`config.mk`:
```
export PLATFORM = sky130hd
export DESIGN_NAME = dummy_op_handler_flat
export DESIGN_NICKNAME = d
export VERILOG_FILES = /design/src/rtl/dummy_op_handler_pkg.sv /design/src/rtl/dummy_op_handler_if.sv /design/src/rtl/dummy_op_handler.sv /design/src/flat_wrapper.sv
export SDC_FILE = /design/constraint.sdc
export NUM_CORES = 1
export LEC_CHECK = 0
export CORE_ASPECT_RATIO = 0.9
export CORE_UTILIZATION = 32
export DETAILED_ROUTE_END_ITERATION = 6
export PLACE_DENSITY_LB_ADDON = 0.2
export SLEW_MARGIN = 5
export SYNTH_ARGS = -nofsm -noshare
export SYNTH_HDL_FRONTEND = slang
export SYNTH_SLANG_ARGS = --single-unit
```
`constraint.sdc`:
```
create_clock -name clk -period 1.86 [get_ports clk]
set_input_delay 0.372 -clock clk [delete_from_list [all_inputs] [get_ports clk]]
set_output_delay 0.372 -clock clk [all_outputs]
set_load 0.005 [all_outputs]
```
`src/rtl/dummy_op_handler_pkg.sv`:
```
// -----------------------------------------------------------------------------
// dummy_op_handler_pkg
// Shared plotter-processor definitions used by the op handlers: the handler
// FSM state encoding, default widths for stepper pulse counts and positions,
// and the busy-delay counter width.
// -----------------------------------------------------------------------------
package dummy_op_handler_pkg;

  localparam int STEPPER_PULSE_NUM_X_BITS = 16;
  localparam int STEPPER_PULSE_NUM_Y_BITS = 16;
  localparam int POS_X_BITS_DEF           = 12;
  localparam int POS_Y_BITS_DEF           = 12;
  localparam int CNT_BITS                 = 8;

  typedef enum logic [1:0] {
    IDLE = 2'd0,
    BUSY = 2'd1,
    DONE = 2'd2
  } op_state_e;

  // Counter preload for a delay of 'delay' enabled cycles. Out-of-range
  // values are clamped to 1..255 so the counter can never wrap.
  function automatic logic [CNT_BITS-1:0] delay_cnt_init(input int delay);
    int d;
    d = delay;
    if (d < 1)   d = 1;
    if (d > 255) d = 255;
    return CNT_BITS'(d - 1);
  endfunction

endpackage

```
`src/rtl/dummy_op_handler_if.sv`:
```
// -----------------------------------------------------------------------------
// dummy_op_handler_if
// Bundles the three signal sets an op handler exposes to the processor:
//   op_*  : OpHandler_IF      (trigger in, rdy/done out)
//   mot_* : MotorsCtrl_IF     (pulse counts/trigger out, done in)
//   pos_* : PositionUpdate_IF (current position in, new position/strobe out)
// Modports:
//   slave  : the handler side
//   master : the dispatcher / test side
// -----------------------------------------------------------------------------
interface dummy_op_handler_if #(
  parameter int PULSE_NUM_X_BITS = dummy_op_handler_pkg::STEPPER_PULSE_NUM_X_BITS,
  parameter int PULSE_NUM_Y_BITS = dummy_op_handler_pkg::STEPPER_PULSE_NUM_Y_BITS,
  parameter int POS_X_BITS       = dummy_op_handler_pkg::POS_X_BITS_DEF,
  parameter int POS_Y_BITS       = dummy_op_handler_pkg::POS_Y_BITS_DEF
) ();

  logic                        op_trigger;
  logic                        op_rdy;
  logic                        op_done;

  logic [PULSE_NUM_X_BITS-1:0] mot_pulse_num_x;
  logic [PULSE_NUM_Y_BITS-1:0] mot_pulse_num_y;
  logic                        mot_trigger;
  logic                        mot_done;

  logic [POS_X_BITS-1:0]       pos_cur_x;
  logic [POS_Y_BITS-1:0]       pos_cur_y;
  logic [POS_X_BITS-1:0]       pos_new_x;
  logic [POS_Y_BITS-1:0]       pos_new_y;
  logic                        pos_update;

  modport slave (
    input  op_trigger,
    output op_rdy, op_done,
    output mot_pulse_num_x, mot_pulse_num_y, mot_trigger,
    input  mot_done,
    input  pos_cur_x, pos_cur_y,
    output pos_new_x, pos_new_y, pos_update
  );

  modport master (
    output op_trigger,
    input  op_rdy, op_done,
    input  mot_pulse_num_x, mot_pulse_num_y, mot_trigger,
    output mot_done,
    output pos_cur_x, pos_cur_y,
    input  pos_new_x, pos_new_y, pos_update
  );

endinterface

```
`src/rtl/dummy_op_handler.sv`:
```
// -----------------------------------------------------------------------------
// dummy_op_handler
// No-motion plotter operation handler. Accepts a trigger, requests no motion,
// stays busy for DELAY_CYCLES enabled cycles, then pulses done together with
// a position update that repeats the position sampled at trigger time.
//
// Ports:
//   clk     : system clock, rising edge
//   reset   : synchronous, active-low reset (priority over clk_en)
//   clk_en  : clock enable; all state holds while low
//   bus     : dummy_op_handler_if.slave (op_*, mot_*, pos_* signal sets)
//
// State table:
//   state | meaning
//   IDLE  | ready, a sampled trigger starts an operation
//   BUSY  | counting down the fixed delay, trigger ignored
//   DONE  | one enabled cycle of op_done + pos_update, trigger ignored
// -----------------------------------------------------------------------------
module dummy_op_handler
  import dummy_op_handler_pkg::*;
#(
  parameter int PULSE_NUM_X_BITS = STEPPER_PULSE_NUM_X_BITS,
  parameter int PULSE_NUM_Y_BITS = STEPPER_PULSE_NUM_Y_BITS,
  parameter int POS_X_BITS       = POS_X_BITS_DEF,
  parameter int POS_Y_BITS       = POS_Y_BITS_DEF,
  parameter int DELAY_CYCLES     = 4
) (
  input  logic                  clk,
  input  logic                  reset,
  input  logic                  clk_en,
  dummy_op_handler_if.slave     bus
);

  localparam logic [CNT_BITS-1:0] CNT_INIT = delay_cnt_init(DELAY_CYCLES);

  op_state_e             state_q, state_d;
  logic [CNT_BITS-1:0]   cnt_q, cnt_d;
  logic [POS_X_BITS-1:0] pos_new_x_q, pos_new_x_d;
  logic [POS_Y_BITS-1:0] pos_new_y_q, pos_new_y_d;
  logic                  op_rdy_q, op_rdy_d;
  logic                  op_done_q, op_done_d;
  logic                  pos_update_q, pos_update_d;

  // Motor completion has no meaning here since motion is never requested.
  logic unused_mot_done;
  assign unused_mot_done = bus.mot_done;

  // State register, also holding the registered outputs.
  always_ff @(posedge clk) begin
    if (!reset) begin
      state_q      <= IDLE;
      cnt_q        <= '0;
      pos_new_x_q  <= '0;
      pos_new_y_q  <= '0;
      op_rdy_q     <= 1'b1;
      op_done_q    <= 1'b0;
      pos_update_q <= 1'b0;
    end else if (clk_en) begin
      state_q      <= state_d;
      cnt_q        <= cnt_d;
      pos_new_x_q  <= pos_new_x_d;
      pos_new_y_q  <= pos_new_y_d;
      op_rdy_q     <= op_rdy_d;
      op_done_q    <= op_done_d;
      pos_update_q <= pos_update_d;
    end
  end

  // Next-state and datapath.
  always_comb begin
    state_d     = state_q;
    cnt_d       = cnt_q;
    pos_new_x_d = pos_new_x_q;
    pos_new_y_d = pos_new_y_q;
    unique case (state_q)
      IDLE: begin
        if (bus.op_trigger) begin
          state_d     = BUSY;
          cnt_d       = CNT_INIT;
          pos_new_x_d = bus.pos_cur_x;
          pos_new_y_d = bus.pos_cur_y;
        end
      end
      BUSY: begin
        if (cnt_q == '0) begin
          state_d = DONE;
        end else begin
          cnt_d = cnt_q - CNT_BITS'(1);
        end
      end
      DONE: begin
        state_d = IDLE;
      end
      default: begin
        state_d = IDLE;
      end
    endcase
  end

  // Outputs are decoded from the next state so they land in flops aligned
  // with the state they describe.
  always_comb begin
    op_rdy_d     = (state_d == IDLE);
    op_done_d    = (state_d == DONE);
    pos_update_d = (state_d == DONE);
  end

  assign bus.op_rdy          = op_rdy_q;
  assign bus.op_done         = op_done_q;
  assign bus.pos_update      = pos_update_q;
  assign bus.pos_new_x       = pos_new_x_q;
  assign bus.pos_new_y       = pos_new_y_q;
  assign bus.mot_trigger     = 1'b0;
  assign bus.mot_pulse_num_x = {PULSE_NUM_X_BITS{1'b0}};
  assign bus.mot_pulse_num_y = {PULSE_NUM_Y_BITS{1'b0}};

endmodule

```
`src/flat_wrapper.sv`:
```
// flat-port wrapper written by rule: the top's interface ports become plain ports
module dummy_op_handler_flat import dummy_op_handler_pkg::*;
#(
  parameter int PULSE_NUM_X_BITS = STEPPER_PULSE_NUM_X_BITS,
  parameter int PULSE_NUM_Y_BITS = STEPPER_PULSE_NUM_Y_BITS,
  parameter int POS_X_BITS       = POS_X_BITS_DEF,
  parameter int POS_Y_BITS       = POS_Y_BITS_DEF,
  parameter int DELAY_CYCLES     = 4
)
  (clk, reset, clk_en, bus_op_trigger, bus_op_rdy, bus_op_done, bus_mot_pulse_num_x, bus_mot_pulse_num_y, bus_mot_trigger, bus_mot_done, bus_pos_cur_x, bus_pos_cur_y, bus_pos_new_x, bus_pos_new_y, bus_pos_update);
  dummy_op_handler_if #(.PULSE_NUM_X_BITS(PULSE_NUM_X_BITS), .PULSE_NUM_Y_BITS(PULSE_NUM_Y_BITS), .POS_X_BITS(POS_X_BITS), .POS_Y_BITS(POS_Y_BITS)) bus_i ();
  input  logic clk;
  input  logic reset;
  input  logic clk_en;
  input wire logic [$bits(bus_i.op_trigger)-1:0] bus_op_trigger;
  output wire logic [$bits(bus_i.op_rdy)-1:0] bus_op_rdy;
  output wire logic [$bits(bus_i.op_done)-1:0] bus_op_done;
  output wire logic [$bits(bus_i.mot_pulse_num_x)-1:0] bus_mot_pulse_num_x;
  output wire logic [$bits(bus_i.mot_pulse_num_y)-1:0] bus_mot_pulse_num_y;
  output wire logic [$bits(bus_i.mot_trigger)-1:0] bus_mot_trigger;
  input wire logic [$bits(bus_i.mot_done)-1:0] bus_mot_done;
  input wire logic [$bits(bus_i.pos_cur_x)-1:0] bus_pos_cur_x;
  input wire logic [$bits(bus_i.pos_cur_y)-1:0] bus_pos_cur_y;
  output wire logic [$bits(bus_i.pos_new_x)-1:0] bus_pos_new_x;
  output wire logic [$bits(bus_i.pos_new_y)-1:0] bus_pos_new_y;
  output wire logic [$bits(bus_i.pos_update)-1:0] bus_pos_update;
  assign bus_i.op_trigger = bus_op_trigger;
  assign bus_op_rdy = bus_i.op_rdy;
  assign bus_op_done = bus_i.op_done;
  assign bus_mot_pulse_num_x = bus_i.mot_pulse_num_x;
  assign bus_mot_pulse_num_y = bus_i.mot_pulse_num_y;
  assign bus_mot_trigger = bus_i.mot_trigger;
  assign bus_i.mot_done = bus_mot_done;
  assign bus_i.pos_cur_x = bus_pos_cur_x;
  assign bus_i.pos_cur_y = bus_pos_cur_y;
  assign bus_pos_new_x = bus_i.pos_new_x;
  assign bus_pos_new_y = bus_i.pos_new_y;
  assign bus_pos_update = bus_i.pos_update;
  dummy_op_handler #(.PULSE_NUM_X_BITS(PULSE_NUM_X_BITS), .PULSE_NUM_Y_BITS(PULSE_NUM_Y_BITS), .POS_X_BITS(POS_X_BITS), .POS_Y_BITS(POS_Y_BITS), .DELAY_CYCLES(DELAY_CYCLES)) u_core (.clk(clk), .reset(reset), .clk_en(clk_en), .bus(bus_i));
endmodule
```
# Word-level counts from Yosys, hierarchy flattened

Cells that the tools add are included.

Register bits: 36
Bits of input ports: 29
Output and inout port bits: 60

Add/sub/neg operators: 1
Equal/unequal tests: 4
Muxes and demuxes: 6
Reductions and logical operators: 6

Operators with widths:

| operator                                            | count |
|---|---|
| two-way mux 8 bit                                   | 2 |
| case mux 8 bit (2 select lines)                     | 1 |
| zero test 8 bit                                     | 1 |
| subtractor 8 x 1 -> 8 bit, second input constant    | 1 |
| zero test 2 bit                                     | 2 |
| two-way mux 2 bit                                   | 2 |
| != test 2 bit, second input constant                | 2 |
| case mux 2 bit (2 select lines)                     | 1 |
| AND reduction 4 bit                                 | 1 |
| AND reduction 3 bit                                 | 1 |
| equality test 2 x 1 -> 1 bit, second input constant | 1 |
| equality test 2 bit, second input constant          | 1 |
| nonzero test 2 bit                                  | 1 |

# Depth between registers and ports, before layout

Depth after elaboration: 4
Depth in mapped cells: 7
Depth with buffers taken out: 5

# Worst setup path after synthesis

No wires, ideal clock.

Kind: reg-to-reg
Start point: register u_core.cnt_q[0]
End point: register u_core.cnt_q[5]
Arrival: 1491 ps
Data required time: 1790 ps
Slack: 299 ps
Cell stages (with the launch flop): 7
Path through: dfxtp_1 -> inv_1 -> ha_1 -> and4_4 -> buf_6 -> or4_1 -> a21oi_1

Word-level cells in the longest chain between the ends: 3

RTL lines:

| element                                                                       | line                                           | source |
|---|---|---|
| start, declared                                                               | dummy_op_handler.sv:37                         | `logic [CNT_BITS-1:0] cnt_q, cnt_d;` |
| start signal, assigned                                                        | dummy_op_handler.sv:60                         | `cnt_q <= cnt_d;` |
| subtractor 8 x 1 -> 8 bit / zero test 8 bit (equally long branches)           | dummy_op_handler.sv:88, dummy_op_handler.sv:85 |  |
| two-way mux 8 bit / != test 2 bit (equally long branches)                     | n/a                                            |  |
| case mux 8 bit (2 select lines) / AND reduction 4 bit (equally long branches) | n/a                                            |  |

Parallel ways exist; a longest one is shown, timed or not. The select of a mux whose other input is x is not followed.
A chain may end at the register's enable or synchronous reset.

# Worst setup path in the final report

Start point: input clk_en
End point: register u_core.cnt_q[4]

Word-level cells in the longest chain between the ends: 1

RTL lines:

| element                       | line               | source |
|---|---|---|
| start, declared               | flat_wrapper.sv:14 | `input logic clk_en;` |
| AND reduction 4 bit (no line) | n/a                |  |

Every way passes these cells.

==> metrics.txt <==
# TYPE chip_impl_metric gauge
chip_impl_info{name="run_status",value="completed"} 1
chip_impl_metric{name="layout_min_cycle_time",unit="ns"} 1.681
chip_impl_metric{name="dp_cells",unit=""} 327
chip_impl_info{name="setup_repair_after_global_routing_missed_its_margin",value="no"} 1
chip_impl_info{name="synth_top_flop_cell",value="sky130_fd_sc_hd__dfxtp_1"} 1
chip_impl_metric{name="netlist_area",unit="um2"} 1740
chip_impl_metric{name="route.vias.total",unit=""} 1428
chip_impl_metric{name="setup_violations",unit=""} 0
chip_impl_metric{name="detail_route.vias_per_cell",unit=""} 4.275
chip_impl_metric{name="slew_viol_final",unit=""} 0
chip_impl_metric{name="drt-pass1-iter-count",unit=""} 3
chip_impl_metric{name="post_synth_inst_count",unit=""} 205
chip_impl_metric{name="synth-simple-area-share",unit=""} 0.2070
chip_impl_info{name="synth_top_cell_by_area",value="sky130_fd_sc_hd__dfxtp_1"} 1
chip_impl_metric{name="clock_skew",unit="ns"} 0.006337
chip_impl_metric{name="worst_skew_pair.late_latency",unit="ns"} 0.29
chip_impl_metric{name="drt-initial-drc-count",unit=""} 69
chip_impl_metric{name="post-synth-top-area-fraction",unit=""} 0.4141
chip_impl_metric{name="p_leak",unit="nW"} 0.9332
chip_impl_metric{name="die_outline_area",unit="um2"} 5738
chip_impl_metric{name="first_pass_grt_wire_length",unit="um"} 6092
chip_impl_metric{name="synth_area_in_compound_gates",unit=""} 0.1826
chip_impl_metric{name="overflow",unit=""} 0
chip_impl_metric{name="drv_cap",unit=""} 0
chip_impl_metric{name="count_of_input_and_output_buffers",unit=""} 54
chip_impl_metric{name="arrival_time_of_the_worst_setup_path",unit="ns"} 1.90
chip_impl_metric{name="area_delta_synth_final",unit="%"} 35.01
chip_impl_metric{name="grt_use_total",unit=""} 0.1393
chip_impl_metric{name="place.gp.congestion",unit=""} 0.7799
chip_impl_metric{name="drt_wl_total",unit="um"} 3594
chip_impl_metric{name="cts.sink_count",unit=""} 36
chip_impl_metric{name="synth_async_sr_flop_share",unit=""} 0
chip_impl_metric{name="drc_errors",unit=""} 0
chip_impl_metric{name="ctsHtreeMaxLevel",unit=""} 2
chip_impl_metric{name="synth.yosys.seq_area_share",unit=""} 0.4141
chip_impl_metric{name="die_x",unit="um"} 79.74
chip_impl_metric{name="die_h",unit="um"} 71.97
chip_impl_metric{name="vdd.ir_drop.worst",unit="mV"} 0.4032
chip_impl_metric{name="number_of_flops_mapped_to_enable_cells_by_yosys",unit=""} 0
chip_impl_metric{name="post_dp_cell_area",unit="um2"} 2272
chip_impl_metric{name="critical_path_required",unit="ns"} 2.08
chip_impl_metric{name="post_route_cells_drive_above_1_share",unit=""} 0.07865
chip_impl_metric{name="antenna_found_initial",unit=""} 0
chip_impl_metric{name="path_clk_slew",unit="ns"} 0.07
chip_impl_metric{name="fp.coreArea",unit="um2"} 5255
chip_impl_info{name="cts_root_buf",value="sky130_fd_sc_hd__clkbuf_8"} 1
chip_impl_metric{name="synth_area_per_cell",unit="um2"} 8.490
chip_impl_metric{name="initial_core_utilization",unit=""} 0.3312
chip_impl_metric{name="final-instance-count-excl-fill",unit=""} 334
chip_impl_metric{name="wl_per_cell",unit="um"} 10.76
chip_impl_metric{name="ctsHoldBuffers",unit=""} 0
chip_impl_metric{name="power.density",unit="nW/um2"} 728.2
chip_impl_metric{name="cts.path.max_buffers",unit=""} 2
chip_impl_metric{name="grt_start_max_net_pins",unit=""} 20
chip_impl_metric{name="timing.setup.tns",unit="ns"} 0
chip_impl_metric{name="post_layout_nets",unit=""} 297
chip_impl_metric{name="synth-adder-area-share",unit=""} 0.007189
chip_impl_metric{name="cts_setup_buffers",unit=""} 0
chip_impl_metric{name="fin_crit_sh",unit=""} 0.9040
chip_impl_metric{name="number_of_global_route_vias_before_repair",unit=""} 1341
chip_impl_metric{name="number_of_cell_rows",unit=""} 25
chip_impl_metric{name="dp_worst_setup_slack",unit="ns"} -0.1075
chip_impl_metric{name="diodes_inserted",unit=""} 0
chip_impl_metric{name="drtAntennaViolNets",unit=""} 0
chip_impl_metric{name="yosys_register_bits",unit=""} 36
chip_impl_metric{name="tightestPinTransition",unit="ns"} 0.4861
chip_impl_metric{name="synthMuxAreaShare",unit=""} 0
chip_impl_metric{name="post_synthesis_xor_xnor_area_fraction",unit=""} 0
chip_impl_info{name="ys_top_cells_by_area",value="sky130_fd_sc_hd__dfxtp_1 (41%), sky130_fd_sc_hd__buf_4 (15%), sky130_fd_sc_hd__nand2_1 (12%), sky130_fd_sc_hd__a21boi_0 (11%), sky130_fd_sc_hd__o31ai_1 (2.2%)"} 1
chip_impl_metric{name="ctsResizeCount",unit=""} 0
chip_impl_metric{name="worst-path-max-fanout",unit=""} 5
chip_impl_info{name="mostFrequentLayoutCells",value="sky130_fd_sc_hd__nand2_1 (54), sky130_fd_sc_hd__clkdlybuf4s50_1 (54), sky130_fd_sc_hd__dfxtp_1 (36), sky130_fd_sc_hd__conb_1 (33), sky130_fd_sc_hd__a21boi_0 (26)"} 1
chip_impl_metric{name="hpwl_after_detailed_placement",unit="um"} 2601
chip_impl_metric{name="synth.distinct_cells",unit=""} 27
chip_impl_info{name="crit_type",value="input port to flop"} 1
chip_impl_info{name="largest_family_of_logic_cells_by_synthesized_area",value="simple AND/OR/NAND/NOR gates"} 1
chip_impl_metric{name="design_power_total",unit="mW"} 1.711
chip_impl_metric{name="io_pins",unit=""} 89
chip_impl_info{name="timing.critical_path.to_type",value="flop"} 1
chip_impl_info{name="critical_path.startpoint_type",value="input port"} 1
chip_impl_metric{name="yosys_warnings",unit=""} 0
chip_impl_metric{name="timing.max_slew.rel_slack",unit=""} 0.6725
chip_impl_metric{name="numCtsBuffers",unit=""} 5
chip_impl_metric{name="max_clock_freq",unit="GHz"} 0.5947
chip_impl_metric{name="post-route-worst-setup-slack",unit="ns"} 0.1786
chip_impl_info{name="cts_tree",value="built"} 1
chip_impl_metric{name="report.final.hold_viol_count",unit=""} 0
chip_impl_metric{name="final_instance_area",unit="um2"} 2350
chip_impl_info{name="hold_path.class",value="flop to flop"} 1
==> cells in the mapped netlist, types with 3 or more instances <==
cell type and number:
sky130_fd_sc_hd__nand2_1 54, sky130_fd_sc_hd__or4_1 5, sky130_fd_sc_hd__clkbuf_1 6, sky130_fd_sc_hd__inv_1 4
sky130_fd_sc_hd__dfxtp_1 36, sky130_fd_sc_hd__a21boi_0 26, sky130_fd_sc_hd__buf_4 34, sky130_fd_sc_hd__nand4_1 3
sky130_fd_sc_hd__a21oi_1 6, sky130_fd_sc_hd__o31ai_1 5
==> kinds of logic after synthesis <==
kind of cell	after synthesis
adders and majority gates	1
other	1
DFF	36
AOI/OAI and AO/OA	44
buffers and inverters	48
and+or+nand+nor	75
==> flip-flops by register name, summed over array words and instances, names as in the netlist <==
name / cells
u_core.bus.pos_new_x: 12
u_core.bus.pos_new_y: 12
u_core.cnt_q: 8
u_core.state_q: 2
u_core.bus.op_rdy: 1
u_core.bus.pos_update: 1
==> through the flow <==
| stage | utilization | hold WS, ns |
|---|---|---|
| floorplan | - | 0.4450 |
| global placement | 0.4324 | 0.4487 |
| detailed placement | 0.4324 | 0.4559 |
| CTS | 0.4471 | 0.4655 |
| global route | 0.4471 | 0.4874 |
| finish | 0.4471 | 0.4613 |
==> metal layers <==
| layer | vias up | track usage | share of wire |
|---|---|---|---|
| li1 | 740 | - | - |
| met1 | 627 | 0.1759 | 0.47 |
| met2 | 54 | 0.2004 | 0.41 |
| met3 | 7 | 0.06164 | 0.098 |
| met4 | 0 | 0.07143 | 0.021 |
| met5 | - | 0 | 0 |
==> report_power, final <==
| part | switching [mW] | leakage [nW] | internal (mW) |
|---|---|---|---|
| registers | 0.0332 | 0.294 | 0.818 |
| logic | 0.145 | 0.598 | 0.187 |
| clock network | 0.274 | 0.0410 | 0.255 |
| total | 0.452 | 0.933 | 1.26 |
==> path summary, 6_finish.rpt <==
path | from | end | slack, ns | depth (start not counted)
max | clk_en | u_core.cnt_q[4] | 0.18 | 5
min | u_core.bus.pos_new_x[6] | u_core.bus.pos_new_x[6] | 0.46 | 2
max reg2reg | u_core.cnt_q[0] | u_core.cnt_q[5] | 0.26 | 5
min reg2reg | u_core.bus.pos_new_x[6] | u_core.bus.pos_new_x[6] | 0.46 | 2
==> layout make-up <==
type | instances | area, um2
Tap cell | 67 | 83.83
Clock buffer | 6 | 72.57
Multi-Input combinational cell | 153 | 814.5
Timing Repair Buffer | 67 | 638.1
Clock inverter | 1 | 5.005
Inverter | 4 | 15.01
Sequential cell | 36 | 720.7
Fill cell | 538 | 2905
==> critical path: stages <==
cell and delay [ns]:
sky130_fd_sc_hd__clkdlybuf4s50_1 0.48, sky130_fd_sc_hd__and2b_1 0.16, sky130_fd_sc_hd__o21ai_0 0.20, sky130_fd_sc_hd__or4_1 0.54, sky130_fd_sc_hd__a21oi_1 0.14
No activity file was read; power rests on OpenSTA's default activity.
